**src/rtl/rtc_bus_scheduler_pkg.sv**
```systemverilog
// Shared definitions for the RTC bus scheduler: FSM states, grant bit
// indices and masks, default timing constants and a small sizing helper.
package rtc_bus_scheduler_pkg;

   typedef enum logic [2:0] {
      ST_IDLE,
      ST_GRANT,
      ST_DIR,
      ST_GAP,
      ST_DAT,
      ST_CAMBIO,
      ST_RELEASE
   } state_t;

   localparam int GNT_INIT = 0;
   localparam int GNT_ESCR = 1;
   localparam int GNT_LECT = 2;

   localparam logic [2:0] MASK_INIT = 3'b001;
   localparam logic [2:0] MASK_ESCR = 3'b010;
   localparam logic [2:0] MASK_LECT = 3'b100;

   localparam int DEF_T_DIR       = 4;
   localparam int DEF_T_GAP       = 2;
   localparam int DEF_T_DAT       = 4;
   localparam int DEF_READ_PERIOD = 1000;
   localparam int DEF_TIMEOUT     = 256;

   function automatic int max3(input int a, input int b, input int c);
      int m;
      m = (a > b) ? a : b;
      return (m > c) ? m : c;
   endfunction

endpackage

```
**src/rtl/rtc_bus_scheduler_periodo_tick.sv**
```systemverilog
// Free-running periodic read timer: counts 0..READ_PERIOD-1 and flags the
// last count as a one-cycle wrap tick. Pending/overrun bookkeeping lives
// in the scheduler top.
module rtc_bus_scheduler_periodo_tick
   import rtc_bus_scheduler_pkg::*;
#(
   parameter int READ_PERIOD = DEF_READ_PERIOD
) (
   input  logic clk,
   input  logic reset,
   output logic tick
);

   localparam int CW = $clog2(READ_PERIOD);
   localparam logic [CW-1:0] LAST = CW'(READ_PERIOD - 1);

   logic [CW-1:0] cnt_q;
   logic [CW-1:0] cnt_d;

   // Advance the period count, folding back to zero after the last value.
   always_comb begin
      cnt_d = cnt_q + CW'(1);
      if (cnt_q == LAST) begin
         cnt_d = '0;
      end
   end

   // Period counter register.
   always_ff @(posedge clk) begin
      if (reset) begin
         cnt_q <= '0;
      end else begin
         cnt_q <= cnt_d;
      end
   end

   assign tick = (cnt_q == LAST);

endmodule

```
**src/rtl/rtc_bus_scheduler.sv**
```systemverilog
// RTC bus scheduler: arbitrates the shared RTC bus between the init, write
// and periodic read clients and sequences the per-register phase strobes.
// Optional grant watchdog enabled by defining RTC_WATCHDOG_EN.
module rtc_bus_scheduler
   import rtc_bus_scheduler_pkg::*;
#(
   parameter int T_DIR       = DEF_T_DIR,
   parameter int T_GAP       = DEF_T_GAP,
   parameter int T_DAT       = DEF_T_DAT,
   parameter int READ_PERIOD = DEF_READ_PERIOD
`ifdef RTC_WATCHDOG_EN
   ,
   parameter int TIMEOUT     = DEF_TIMEOUT
`endif
) (
   input  logic       clk,
   input  logic       reset,
   input  logic       req_init,
   input  logic       req_escr,
   input  logic       term_init,
   input  logic       term_escr,
   input  logic       term_lect,
   output logic [2:0] gnt,
   output logic [2:0] start,
   output logic       dir_ph,
   output logic       dat_ph,
   output logic       cambio_estado,
   output logic       lect_overrun,
   output logic       err_timeout
);

   localparam int SW = $clog2(max3(T_DIR, T_GAP, T_DAT) + 1);
   localparam logic [SW-1:0] LAST_DIR = SW'(T_DIR - 1);
   localparam logic [SW-1:0] LAST_GAP = SW'(T_GAP - 1);
   localparam logic [SW-1:0] LAST_DAT = SW'(T_DAT - 1);

   state_t        state_q, state_d;
   logic [2:0]    gnt_q, gnt_d;
   logic [SW-1:0] slot_q, slot_d;
   logic          lect_pend_q, lect_pend_d;
   logic          lect_overrun_q, lect_overrun_d;

   logic period_tick;
   logic granted;
   logic term_match;
   logic pend_clear;
   logic wd_expire;

   rtc_bus_scheduler_periodo_tick #(
      .READ_PERIOD(READ_PERIOD)
   ) u_periodo_tick (
      .clk  (clk),
      .reset(reset),
      .tick (period_tick)
   );

   assign granted    = (state_q == ST_GRANT) || (state_q == ST_DIR) || (state_q == ST_GAP)
                       || (state_q == ST_DAT) || (state_q == ST_CAMBIO);
   assign term_match = |(gnt_q & {term_lect, term_escr, term_init});
   assign pend_clear = (state_q == ST_GRANT) && gnt_q[GNT_LECT];

`ifdef RTC_WATCHDOG_EN
   localparam int WW = $clog2(TIMEOUT + 1);

   logic [WW-1:0] wd_q, wd_d;
   logic          err_q, err_d;

   // Grant watchdog: counts cycles from GRANT and fires when the limit is hit without a term.
   always_comb begin
      wd_d      = granted ? (wd_q + WW'(1)) : '0;
      wd_expire = granted && (wd_q == WW'(TIMEOUT - 1)) && !term_match;
      err_d     = wd_expire;
   end

   // Watchdog registers.
   always_ff @(posedge clk) begin
      if (reset) begin
         wd_q  <= '0;
         err_q <= 1'b0;
      end else begin
         wd_q  <= wd_d;
         err_q <= err_d;
      end
   end

   assign err_timeout = err_q;
`else
   assign wd_expire   = 1'b0;
   assign err_timeout = 1'b0;
`endif

   // Read-pending flag and overrun detection; a wrap in the clearing cycle keeps the flag set.
   always_comb begin
      lect_pend_d = lect_pend_q;
      if (pend_clear) begin
         lect_pend_d = 1'b0;
      end
      if (period_tick) begin
         lect_pend_d = 1'b1;
      end
      lect_overrun_d = period_tick && lect_pend_q && !pend_clear;
   end

   // Arbitration and phase sequencing; a matching term or watchdog expiry always wins.
   always_comb begin
      state_d = state_q;
      gnt_d   = gnt_q;
      slot_d  = slot_q;
      case (state_q)
         ST_IDLE: begin
            slot_d = '0;
            if (req_init) begin
               gnt_d   = MASK_INIT;
               state_d = ST_GRANT;
            end else if (req_escr) begin
               gnt_d   = MASK_ESCR;
               state_d = ST_GRANT;
            end else if (lect_pend_q) begin
               gnt_d   = MASK_LECT;
               state_d = ST_GRANT;
            end
         end
         ST_GRANT: begin
            slot_d  = '0;
            state_d = ST_DIR;
         end
         ST_DIR: begin
            if (slot_q == LAST_DIR) begin
               slot_d  = '0;
               state_d = (T_GAP == 0) ? ST_DAT : ST_GAP;
            end else begin
               slot_d = slot_q + SW'(1);
            end
         end
         ST_GAP: begin
            if (slot_q == LAST_GAP) begin
               slot_d  = '0;
               state_d = ST_DAT;
            end else begin
               slot_d = slot_q + SW'(1);
            end
         end
         ST_DAT: begin
            if (slot_q == LAST_DAT) begin
               slot_d  = '0;
               state_d = ST_CAMBIO;
            end else begin
               slot_d = slot_q + SW'(1);
            end
         end
         ST_CAMBIO: begin
            slot_d  = '0;
            state_d = ST_DIR;
         end
         ST_RELEASE: begin
            gnt_d   = '0;
            slot_d  = '0;
            state_d = ST_IDLE;
         end
         default: begin
            gnt_d   = '0;
            slot_d  = '0;
            state_d = ST_IDLE;
         end
      endcase
      if (granted && (term_match || wd_expire)) begin
         gnt_d   = '0;
         slot_d  = '0;
         state_d = ST_RELEASE;
      end
   end

   // Scheduler state registers.
   always_ff @(posedge clk) begin
      if (reset) begin
         state_q        <= ST_IDLE;
         gnt_q          <= '0;
         slot_q         <= '0;
         lect_pend_q    <= 1'b0;
         lect_overrun_q <= 1'b0;
      end else begin
         state_q        <= state_d;
         gnt_q          <= gnt_d;
         slot_q         <= slot_d;
         lect_pend_q    <= lect_pend_d;
         lect_overrun_q <= lect_overrun_d;
      end
   end

   assign gnt           = gnt_q;
   assign start         = (state_q == ST_GRANT) ? gnt_q : 3'b000;
   assign dir_ph        = (state_q == ST_DIR);
   assign dat_ph        = (state_q == ST_DAT);
   assign cambio_estado = (state_q == ST_CAMBIO);
   assign lect_overrun  = lect_overrun_q;

endmodule
```
**config.mk**
```make
export PLATFORM = sky130hd
export DESIGN_NAME = rtc_bus_scheduler
export DESIGN_NICKNAME = d
export VERILOG_FILES = /design/src/rtl/rtc_bus_scheduler_pkg.sv /design/src/rtl/rtc_bus_scheduler_periodo_tick.sv /design/src/rtl/rtc_bus_scheduler.sv
export SDC_FILE = /design/constraint.sdc
export NUM_CORES = 1
export LEC_CHECK = 0
export BUFFER_PORTS_ARGS = -buffer_cell sky130_fd_sc_hd__clkbuf_2
export CORE_MARGIN = 2
export CORE_UTILIZATION = 25
export CTS_CLUSTER_SIZE = 10
export DETAILED_ROUTE_END_ITERATION = 10
export HOLD_SLACK_MARGIN = 0.02
export PLACE_DENSITY = 0.43
export SLEW_MARGIN = 40
export SYNTH_ARGS = -nofsm -noshare
export SYNTH_HDL_FRONTEND = slang
export SYNTH_SLANG_ARGS = --single-unit
```
**constraint.sdc**
```tcl
create_clock -name clk -period 2 [get_ports clk]
set_input_delay 0.2 -clock clk [delete_from_list [all_inputs] [get_ports clk]]
set_output_delay 0.2 -clock clk [all_outputs]
set_load 0.01 [all_outputs]
```
==> qor.txt, run 1 <==
Number of buffers added by the clock tree synthesis step - 3
Dpl hpwl - 1.74 mm
Relative contribution of combinational cells to total power - 24.0%
Worst min-delay path startpoint - req_init
Data arrival time of the worst path - 2.01 ns
Setup violations, final - 0
Post-detailed-route DRC marker count - 0
Worst hold stages - 3
FF+latch count, synth - 21
Initial core utilization - 26.3%
Post-layout min period - 1.82 ns
Proportion of synthesized chip area in sequential cells - 39.4%
Count of flip-flops with a built-in enable after synthesis - 0
Cell area after synthesis - 0.00107 mm^2
Number of routed nets with antenna violations - 0
Highest clock rate - 550 MHz
Global placer's final weighted congestion - 0.747
Critical-path cell with the highest stage delay - sky130_fd_sc_hd__or4b_1
Boundary pin count - 18
Hold/Removal Path Class - in -> reg
Total nets after synthesis - 140
Net count, final - 158
Reg-to-reg slack, setup - 0.18 ns
Final wirelength - 2.22 mm
Antenna violations before repair - 0
Floorplan die area - 0.00480 mm^2
Switching power of the nets - 0.000323 W
Overflow left after global routing - 0
Required time at the worst-slack endpoint - 2.19 ns
Warnings, synthesis - 0
Quantity of gates resized following cts - 0
Max-Cap Viols - 0
Proportion of total power due to net switching - 31.5%
Number of cells traversed by the worst register-to-register path - 6
CTS sink count - 21
Hold endpoint - gnt[0]
Standard-cell rows - 23
Maximum number of pins on one net before global-route repair - 14
Setup WS post-layout - 0.180 ns
H-tree depth reported by CTS - 1
Crit path top cell by count - sky130_fd_sc_hd__ha_1
Number of buffers inserted for hold repair after clock tree synthesis - 0
Clk_skew - 0.00195 ns
Endpoint of the worst register-to-register path - slot_q[1]
Setup Fix Bufs, Post-CTS - 0
Capturing element type of the critical path - register
Top FF cell, synth - sky130_fd_sc_hd__dfxtp_1
Die width - 69.3 um
Internal power - 0.000703 W
Power density of the placed cells - 825 mW/mm^2
Leakage - 0.508 nW
Final non-filler cell total - 195
First DRT Iteration DRCs - 37
Final hold vios - 0
Via count of the routed design - 929
Synthesized instance count - 128
Share of the clock period used by the worst path after layout - 91.0%
Worst Path Max Fanout - 3
Reg-to-Reg Start - slot_q[0]
Clock slew at the register clock pins of the worst setup and hold paths - 0.08 ns
Clock insertion delay at the later pin of the skew report - 0.25 ns
CTS Buffer Depth - 2
Buffers added on ports - 16
Outcome - finished clean
VDD IR-drop max - 0.230 mV
Cell chain of the critical path - ha_1 > ha_1 > or4b_1 > o31a_1 > or3_1 > nor2_1
Setup repair after global routing missed its margin - no
Synth-to-layout area growth - 16.7%
First-pass iteration count of the detailed router - 4
TritonCTS clock tree - done
Height of the chip - 69.3 um
Type of the setup path with the least slack - reg -> reg
Average detailed-routed wire length per instance - 11.4 um
Pre-CTS setup slack - 0.191 ns
Share of cells above drive strength 1 - 15.9%
Number of max-slew violations in the final report - 0
CORE AREA - 0.00406 mm^2
Per-instance average area after synthesis - 8.33 um^2
Portion of total power attributed to the clock network - 26.4%
Accumulated negative setup slack - 0 ns
Clock root buffer master - sky130_fd_sc_hd__clkbuf_8
Via count of the first global-routing pass - 903
Total inserted antenna cells - 0
Share of flip-flops with an asynchronous set or reset - 0%
Yosys cell types - 39
Total placed cells including tap cells - 191
Global-route wire length before repair - 3.84 mm
Via density per instance - 4.76
Fraction of power consumed by sequential logic - 49.6%
Kind of launch point of the worst setup path - register
Total Routing Usage GR - 9.73%
Delay of the slowest cell on the worst path - 0.46 ns
## how the worst max path moves through the flow
stage | startpoint | to | slack [ns] | cells past startpoint
CTS | slot_q[0] | slot_q[1] | 0.17 | 6
global placement | slot_q[0] | slot_q[0] | 0.23 | 6
detailed placement | slot_q[0] | slot_q[1] | 0.19 | 6
finish | slot_q[0] | slot_q[1] | 0.18 | 6
floorplan | slot_q[0] | slot_q[0] | 0.28 | 6
global route | slot_q[0] | slot_q[1] | 0.05 | 6
## critical path: cells and delay by family (launching register included)
| kind | cells | cell delay, ns |
|---|---|---|
| AOI/OAI and AO/OA | 1 | 0.13 |
| adders and majority gates | 2 | 0.40 |
| DFF | 1 | 0.33 |
| and+or+nand+nor | 3 | 0.89 |
## power by group through the flow
stage | combinational, W | clock [W] | sequential [W]
2_1_floorplan | 0.000207 | 0 | 0.000488
3_3_place_gp | 0.000247 | 0 | 0.000520
6_report | 0.000246 | 0.000271 | 0.000509
4_1_cts | 0.000250 | 0.000291 | 0.000509
5_1_grt | 0.000280 | 0.000311 | 0.000520
3_5_place_dp | 0.000249 | 0 | 0.000519
## cell type report
type / count / area [um^2]
Clock buffer: 3 / 41.3
Multi-Input combinational cell: 95 / 593
Timing Repair Buffer: 18 / 95.1
Clock inverter: 1 / 5.00
Fill cell: 429 / 2810
Inverter: 7 / 26.3
Tap cell: 50 / 62.6
Sequential cell: 21 / 420
## per-stage QoR
| step | area [um^2] | hold WS [ns] | power, W | util, % |
|---|---|---|---|---|
| after floorplan | 1070 | 0.363 | 0.000695 | - |
| after global placement | 1200 | 0.434 | 0.000767 | 29.5 |
| after detailed placement | 1200 | 0.437 | 0.000768 | 29.5 |
| after CTS | 1240 | 0.237 | 0.00105 | 30.7 |
| after global routing | 1240 | 0.275 | 0.00111 | 30.7 |
| final | 1240 | 0.258 | 0.00103 | 30.7 |
## placed cells by master, fill, tap and decap left out, drive strengths merged, types with 4 or more instances in the layout
cell / n
nand2: 7
clkbuf: 19
a21oi: 8
nor3: 8
dfxtp: 21
nor2: 16
ha: 5
and3: 4
inv: 7
o21ai: 4
## sequential cells by signal, indices dropped and copies added (netlist names)
name                  flops
state_q                   3
gnt                       3
slot_q                    3
lect_pend_q               1
u_periodo_tick.cnt_q     10
lect_overrun              1
## per-layer routing
layer	vias up	global-route usage (%)	routed length, um
met5	-	0	0
met4	0	5.66	34
met3	4	2.18	93
met2	19	16.5	1050
met1	422	11.2	1040
li1	484	-	-
## synth_stat cells, types with 2 or more instances
| master | count | share of area, % |
|---|---|---|
| sky130_fd_sc_hd__a22oi_1 | 2 | 1.4 |
| sky130_fd_sc_hd__and3_1 | 4 | 2.3 |
| sky130_fd_sc_hd__ha_1 | 5 | 5.9 |
| sky130_fd_sc_hd__o31a_1 | 2 | 1.6 |
| sky130_fd_sc_hd__inv_1 | 6 | 2.1 |
| sky130_fd_sc_hd__dfxtp_1 | 21 | 39 |
| sky130_fd_sc_hd__xor2_1 | 2 | 1.6 |
| sky130_fd_sc_hd__a21oi_1 | 8 | 3.8 |
| sky130_fd_sc_hd__nor2_1 | 16 | 5.6 |
| sky130_fd_sc_hd__buf_2 | 3 | 1.4 |
| sky130_fd_sc_hd__nand2_1 | 7 | 2.5 |
| sky130_fd_sc_hd__or3_1 | 3 | 1.8 |
| sky130_fd_sc_hd__nand2b_1 | 3 | 1.8 |
| sky130_fd_sc_hd__nand4_1 | 3 | 1.8 |
| sky130_fd_sc_hd__nor3b_1 | 3 | 2.1 |
| sky130_fd_sc_hd__nor3_1 | 8 | 3.8 |
| sky130_fd_sc_hd__nand3_1 | 3 | 1.4 |
| sky130_fd_sc_hd__o21ai_0 | 2 | 0.94 |
| sky130_fd_sc_hd__nor2b_1 | 3 | 1.8 |
| sky130_fd_sc_hd__and4_1 | 2 | 1.6 |
| sky130_fd_sc_hd__o21ai_1 | 2 | 0.94 |
| sky130_fd_sc_hd__xnor2_1 | 3 | 2.5 |
## cell families after synthesis
logic type | after synthesis | synth area share, %
AOI/OAI and AO/OA | 25 | 15.6
xor gates and xnor gates | 5 | 4.11
adders and majority gates | 5 | 5.87
buffers and inverters | 12 | 4.93
DFF | 21 | 39.4
muxes | 1 | 0.939
other | 1 | 0.352
and+or+nand+nor | 58 | 28.8
(Power assumes the default switching activity.)
==> run 2, diff against run 1 <==
- CORE_ASPECT_RATIO: not set -> 1.5
==> run 2 against run 1 <==
  * Register-to-register slack about the same
  * First-iteration DRC count up 46%
  * Global-route usage is 0.78 points higher
  * Routed wire length rose by 4.7%
  * Fmax is essentially flat
  * Worst setup slack lost 0.0017 ns
  * Worst hold slack got worse by 0.012 ns
  * Power increased by 0.48%
  * Critical path depth stayed put
  * Clock skew rose by 0.0037 ns
  * Cell count down 2.6%
  * Sequential share of layout area rose by 0.38 points
  * Largest cell class unchanged
==> qor.txt, run 2 (synthesis gave the netlist of run 1 again) <==
Height of the chip - 84.0 um (was 69.3 um)
Final worst hold slack - 0.246 ns (was 0.258 ns)
Number of buffers inserted for hold repair after clock tree synthesis - 0 (unchanged)
TritonCTS clock tree - done (unchanged)
Cell Area, Placed - 0.00118 mm^2 (was 0.00120 mm^2)
Number of filler cells placed in the layout - 444 (was 429)
Number of buffers added by the clock tree synthesis step - 3 (unchanged)
Via count of the routed design - 938 (was 929)
Required time at the worst-slack endpoint - 2.19 ns (about the same)
Final non-filler cell total - 190 (was 195)
Maximum number of pins on one net before global-route repair - 14 (unchanged)
Leakage - 0.500 nW (was 0.508 nW)
H-tree depth reported by CTS - 1 (unchanged)
Highest clock rate - 549 MHz (was 550 MHz)
Worst Path Max Fanout - 3 (unchanged)
Average detailed-routed wire length per instance - 12.2 um (was 11.4 um)
Share of the clock period used by the worst path after layout - 91.1% (was 91.0%)
Net count, final - 157 (was 158)
VDD IR-drop max - 0.314 mV (was 0.230 mV)
Type of the setup path with the least slack - reg -> reg (unchanged)
Post-route cell area - 0.00123 mm^2 (was 0.00124 mm^2)
Share of cells above drive strength 1 - 14.6% (was 15.9%)
CORE AREA - 0.00417 mm^2 (was 0.00406 mm^2)
Dpl hpwl - 1.81 mm (was 1.74 mm)
Accumulated negative setup slack - 0 ns (unchanged)
Final hold vios - 0 (unchanged)
Post-layout min period - 1.82 ns (about the same)
Via density per instance - 4.94 (was 4.76)
Post-detailed-route DRC marker count - 0 (unchanged)
Number of cells traversed by the worst register-to-register path - 6 (unchanged)
Relative contribution of combinational cells to total power - 23.2% (was 24.0%)
Total inserted antenna cells - 0 (unchanged)
Clock root buffer master - sky130_fd_sc_hd__clkbuf_8 (unchanged)
CTS Buffer Depth - 2 (unchanged)
Number of max-slew violations in the final report - 0 (unchanged)
Antenna violations before repair - 0 (unchanged)
First DRT Iteration DRCs - 54 (was 37)
Final total power - 0.00103 W (about the same)
Number of routed nets with antenna violations - 0 (unchanged)
Largest register by flop count - u_periodo_tick.cnt_q (unchanged)
Hold/Removal Path Class - in -> reg (unchanged)
Final wirelength - 2.32 mm (was 2.22 mm)
Proportion of total power due to net switching - 31.8% (was 31.5%)
Setup violations, final - 0 (unchanged)
Setup repair after global routing missed its margin - no (unchanged)
Outcome - finished clean (unchanged)
Standard-cell rows - 29 (was 23)
Quantity of gates resized following cts - 0 (unchanged)
Internal power - 0.000703 W (about the same)
Max-Cap Viols - 0 (unchanged)
Kind of launch point of the worst setup path - register (unchanged)
Portion of total power attributed to the clock network - 26.6% (was 26.4%)
Data arrival time of the worst path - 2.01 ns (about the same)
Global placer's final weighted congestion - 0.732 (was 0.747)
Leading cell type in the layout, fill and taps excluded - sky130_fd_sc_hd__dfxtp_1 (unchanged)
Die width - 57.3 um (was 69.3 um)
CTS sink count - 21 (unchanged)
Clk_skew - 0.00564 ns (was 0.00195 ns)
Total Routing Usage GR - 10.5% (was 9.73%)
Number of flip-flops under the largest register name - 10 (unchanged)
Capturing element type of the critical path - register (unchanged)
Total area of multi-input combinational cells - 593 um^2 (unchanged)
Buffers added on ports - 16 (unchanged)
Via count of the first global-routing pass - 948 (was 903)
Global-route wire length before repair - 4.05 mm (was 3.84 mm)
Fraction of power consumed by sequential logic - 50.1% (was 49.6%)
First-pass iteration count of the detailed router - 5 (was 4)
Power density of the placed cells - 838 mW/mm^2 (was 825 mW/mm^2)
Worst hold stages - 3 (unchanged)
Clock slew at the register clock pins of the worst setup and hold paths - 0.08 ns (about the same)
Synth-to-layout area growth - 15.4% (was 16.7%)
Setup Fix Bufs, Post-CTS - 0 (unchanged)
Initial core utilization - 25.5% (was 26.3%)
Boundary pin count - 18 (unchanged)
Total placed cells including tap cells - 186 (was 191)
Register cell area after layout - 420 um^2 (unchanged)
Clock insertion delay at the later pin of the skew report - 0.26 ns (was 0.25 ns)
Most frequent cells in the layout - sky130_fd_sc_hd__dfxtp_1, sky130_fd_sc_hd__nor2_1, sky130_fd_sc_hd__clkbuf_2, sky130_fd_sc_hd__nor3_1, sky130_fd_sc_hd__a21oi_1 (unchanged)
Overflow left after global routing - 0 (unchanged)
Switching power of the nets - 0.000327 W (was 0.000323 W)
Floorplan die area - 0.00481 mm^2 (was 0.00480 mm^2)
run 2: metrics by stage:
step | util, % | worst slack (ns)
3_5_place_dp | 28.4 | 0.185
2_1_floorplan | - | 0.280
4_1_cts | 29.5 | 0.169
5_1_grt | 29.5 | 0.0698
6_report | 29.5 | 0.179
3_3_place_gp | 28.4 | 0.223
run 2: final timing paths:
kind | slack (ns) | from | to
max | 0.18 | slot_q[0] | slot_q[1]
max reg2reg | 0.18 | slot_q[0] | slot_q[1]
min | 0.25 | req_init | gnt[0]
min reg2reg | 0.45 | slot_q[0] | slot_q[0]
run 2: routing by layer:
layer / global-route usage (%) / share of wire (%)
met3: 2.33 / 3.0
met2: 19.2 / 54
met1: 10.7 / 41
met5: 0 / 0
met4: 5.50 / 1.8
run 2: worst max-delay path, cell delays in order, from the launching register on:
cell	delay [ns]
sky130_fd_sc_hd__dfxtp_1	0.33
sky130_fd_sc_hd__ha_1	0.21
sky130_fd_sc_hd__ha_1	0.19
sky130_fd_sc_hd__or4b_1	0.47
sky130_fd_sc_hd__o31a_1	0.13
sky130_fd_sc_hd__or3_1	0.33
sky130_fd_sc_hd__nor2_1	0.10
run 2: power groups by stage:
stage          combinational (W)  clock [W]  sequential, W
2_1_floorplan           0.000207          0       0.000488
3_3_place_gp            0.000240          0       0.000526
3_5_place_dp            0.000241          0       0.000526
4_1_cts                 0.000243   0.000291       0.000517
5_1_grt                 0.000270   0.000308       0.000529
6_report                0.000240   0.000275       0.000517
run 2: area by class of cell:
type | instances | share of cell area, %
Inverter | 7 | 2.14
Multi-Input combinational cell | 95 | 48.2
Tap cell | 46 | 4.68
Clock buffer | 4 | 3.66
Sequential cell | 21 | 34.2
Timing Repair Buffer | 17 | 7.12
==> run 3, diff against run 2 <==
- CORE_MARGIN: 2 -> not set
- clock period: 2 -> 2.2 ns (I/O delays scaled with it)
==> run 3 against run 2 <==
  * Sequential cell count is the same
  * Sequential share of layout area is 0.21 points higher
  * Sequential power shrank 9.3%
  * Worst setup slack improved by 0.21 ns
  * Global-route usage is 0.49 points higher
  * Combinational power fell by 12%
  * First-iteration DRC count shrank 44%
  * Register-to-register slack gained 0.21 ns
  * Utilization is 0.87 points higher
  * Worst hold slack better by 0.024 ns
  * Cell count shrank 1.1%
  * Die area decreased by 5.8%
==> qor.txt, run 3 (synthesis gave the netlist of run 1 again) <==
Boundary pin count - 18 (unchanged)
Number of cells traversed by the worst register-to-register path - 6 (unchanged)
Fraction of power consumed by sequential logic - 50.3% (was 50.1%)
Switching power of the nets - 0.000300 W (was 0.000327 W)
Reg-to-reg slack, setup - 0.39 ns (was 0.18 ns)
Quantity of gates resized following cts - 0 (unchanged)
Proportion of total power due to net switching - 32.2% (was 31.8%)
CTS Buffer Depth - 2 (unchanged)
Dpl hpwl - 1.82 mm (was 1.81 mm)
Number of filler cells placed in the layout - 440 (was 444)
First-pass iteration count of the detailed router - 4 (was 5)
Net count, final - 156 (was 157)
Largest register by flop count - u_periodo_tick.cnt_q (unchanged)
Via density per instance - 5.06 (was 4.94)
CP Launch Point - slot_q[0] (unchanged)
Accumulated negative setup slack - 0 ns (unchanged)
Setup Fix Bufs, Post-CTS - 0 (unchanged)
Type of the setup path with the least slack - reg -> reg (unchanged)
Number of buffers added by the clock tree synthesis step - 3 (unchanged)
CORE AREA - 0.00403 mm^2 (was 0.00417 mm^2)
Synth-to-layout area growth - 14.7% (was 15.4%)
Final total power - 0.000933 W (was 0.00103 W)
Number of routed nets with antenna violations - 0 (unchanged)
Clock slew at the register clock pins of the worst setup and hold paths - 0.08 ns (about the same)
Height of the chip - 82.0 um (was 84.0 um)
Post-detailed-route DRC marker count - 0 (unchanged)
Capturing element type of the critical path - register (unchanged)
Power density of the placed cells - 763 mW/mm^2 (was 838 mW/mm^2)
First DRT Iteration DRCs - 30 (was 54)
Via count of the first global-routing pass - 890 (was 948)
Delay of the slowest cell on the worst path - 0.46 ns (was 0.47 ns)
Clk_skew - 0.00731 ns (was 0.00564 ns)
Portion of total power attributed to the clock network - 27.0% (was 26.6%)
Clock insertion delay at the later pin of the skew report - 0.26 ns (about the same)
TritonCTS clock tree - done (unchanged)
Total inserted antenna cells - 0 (unchanged)
Critical-path cell with the highest stage delay - sky130_fd_sc_hd__or4b_1 (unchanged)
Total Routing Usage GR - 11.0% (was 10.5%)
Relative contribution of combinational cells to total power - 22.7% (was 23.2%)
CTS sink count - 21 (unchanged)
Outcome - finished clean (unchanged)
Number of flip-flops under the largest register name - 10 (unchanged)
Crit path top cell by count - sky130_fd_sc_hd__ha_1 (unchanged)
Share of cells above drive strength 1 - 14.7% (was 14.6%)
Floorplan die area - 0.00453 mm^2 (was 0.00481 mm^2)
VDD IR-drop max - 0.332 mV (was 0.314 mV)
Highest clock rate - 553 MHz (was 549 MHz)
Max-Slew Margin vs Limit - 52.7%
Overflow left after global routing - 0 (unchanged)
Clock root buffer master - sky130_fd_sc_hd__clkbuf_8 (unchanged)
Worst setup path end - slot_q[0] (was slot_q[1])
Post-layout min period - 1.81 ns (was 1.82 ns)
Buffers added on ports - 16 (unchanged)
Endpoint of the worst register-to-register path - slot_q[0] (was slot_q[1])
Maximum number of pins on one net before global-route repair - 14 (unchanged)
Final wirelength - 2.34 mm (was 2.32 mm)
Share of the clock period used by the worst path after layout - 82.3% (was 91.1%)
Die width - 55.3 um (was 57.3 um)
Global placer's final weighted congestion - 0.718 (was 0.732)
Post-route cell area - 0.00122 mm^2 (was 0.00123 mm^2)
Worst Path Max Fanout - 3 (unchanged)
Kind of launch point of the worst setup path - register (unchanged)
Internal power - 0.000632 W (was 0.000703 W)
Setup repair after global routing missed its margin - no (unchanged)
Data arrival time of the worst path - 2.01 ns (about the same)
Antenna violations before repair - 0 (unchanged)
Cell chain of the critical path - ha_1 > ha_1 > or4b_1 > o31a_1 > or3_1 > nor2_1 (unchanged)
Hold/Removal Path Class - in -> reg (unchanged)
Standard-cell rows - 28 (was 29)
Number of buffers inserted for hold repair after clock tree synthesis - 0 (unchanged)
Leading cell type in the layout, fill and taps excluded - sky130_fd_sc_hd__dfxtp_1 (unchanged)
Leakage - 0.499 nW (was 0.500 nW)
Setup violations, final - 0 (unchanged)
Initial core utilization - 26.5% (was 25.5%)
Required time at the worst-slack endpoint - 2.40 ns (was 2.19 ns)
Number of max-slew violations in the final report - 0 (unchanged)
Reg-to-Reg Start - slot_q[0] (unchanged)
Most frequent cells in the layout - sky130_fd_sc_hd__dfxtp_1, sky130_fd_sc_hd__nor2_1, sky130_fd_sc_hd__clkbuf_2, sky130_fd_sc_hd__nor3_1, sky130_fd_sc_hd__a21oi_1 (unchanged)
Average detailed-routed wire length per instance - 12.4 um (was 12.2 um)
Global-route wire length before repair - 3.91 mm (was 4.05 mm)
Final hold vios - 0 (unchanged)
Cell Area, Placed - 0.00118 mm^2 (about the same)
H-tree depth reported by CTS - 1 (unchanged)
Tightest Pin Transition - 0.710 ns
Max-Cap Viols - 0 (unchanged)
Via count of the routed design - 952 (was 938)
## run 3: changes by cell type in the layout (fill, tap and decap cells not counted), sizes merged
cell | previous run | this run
buf | 1 | 0
clkinv | 0 | 1
clkbuf | 20 | 19
## run 3: power by group through the flow
stage / combinational (W) / sequential, W / clock, W
2_1_floorplan: 0.000188 / 0.000444 / 0
3_3_place_gp: 0.000216 / 0.000476 / 0
3_5_place_dp: 0.000215 / 0.000477 / 0
4_1_cts: 0.000215 / 0.000468 / 0.000265
5_1_grt: 0.000240 / 0.000478 / 0.000285
6_report: 0.000211 / 0.000469 / 0.000252
## run 3: critical path, delay by kind of cell (launching register included)
kind,cells,cell delay (ns)
flops,1,0.33
compound gates,1,0.13
simple gates,3,0.88
fa+ha+maj,2,0.41
## run 3: final cells by class
class	instances	area, um^2	area share (%)
Inverter	7	26.3	2.15
Clock inverter	1	5.00	0.409
Sequential cell	21	420	34.4
Clock buffer	3	41.3	3.38
Tap cell	45	56.3	4.61
Timing Repair Buffer	16	80.1	6.55
Multi-Input combinational cell	95	593	48.5
## run 3: worst min-delay path by stage
| stage | startpoint | endpoint | slack [ns] | depth (start not counted) |
|---|---|---|---|---|
| 4_1_cts | req_init | gnt[0] | 0.26 | 3 |
| 3_3_place_gp | slot_q[0] | slot_q[0] | 0.43 | 1 |
| 2_1_floorplan | req_init | gnt[0] | 0.38 | 2 |
| 5_1_grt | req_init | gnt[0] | 0.26 | 3 |
| 6_report | req_init | gnt[0] | 0.27 | 3 |
| 3_5_place_dp | u_periodo_tick.cnt_q[0] | u_periodo_tick.cnt_q[0] | 0.44 | 1 |
## run 3: layer usage
layer	vias up	GRT usage (%)	part of all wire [%]
li1	482	-	-
met1	455	11.7	42
met2	13	21.0	54
met3	2	1.89	2.2
met4	0	5.25	0.98
met5	-	0	0
## run 3: per-stage QoR
stage	std cells	hold WS [ns]	setup WS (ns)	util [%]
after global placement	184	0.429	0.428	29.2
after detailed placement	184	0.436	0.392	29.2
after CTS	188	0.260	0.374	30.3
after floorplan	128	0.383	0.480	-
after global routing	188	0.259	0.278	30.3
final	188	0.270	0.390	30.3
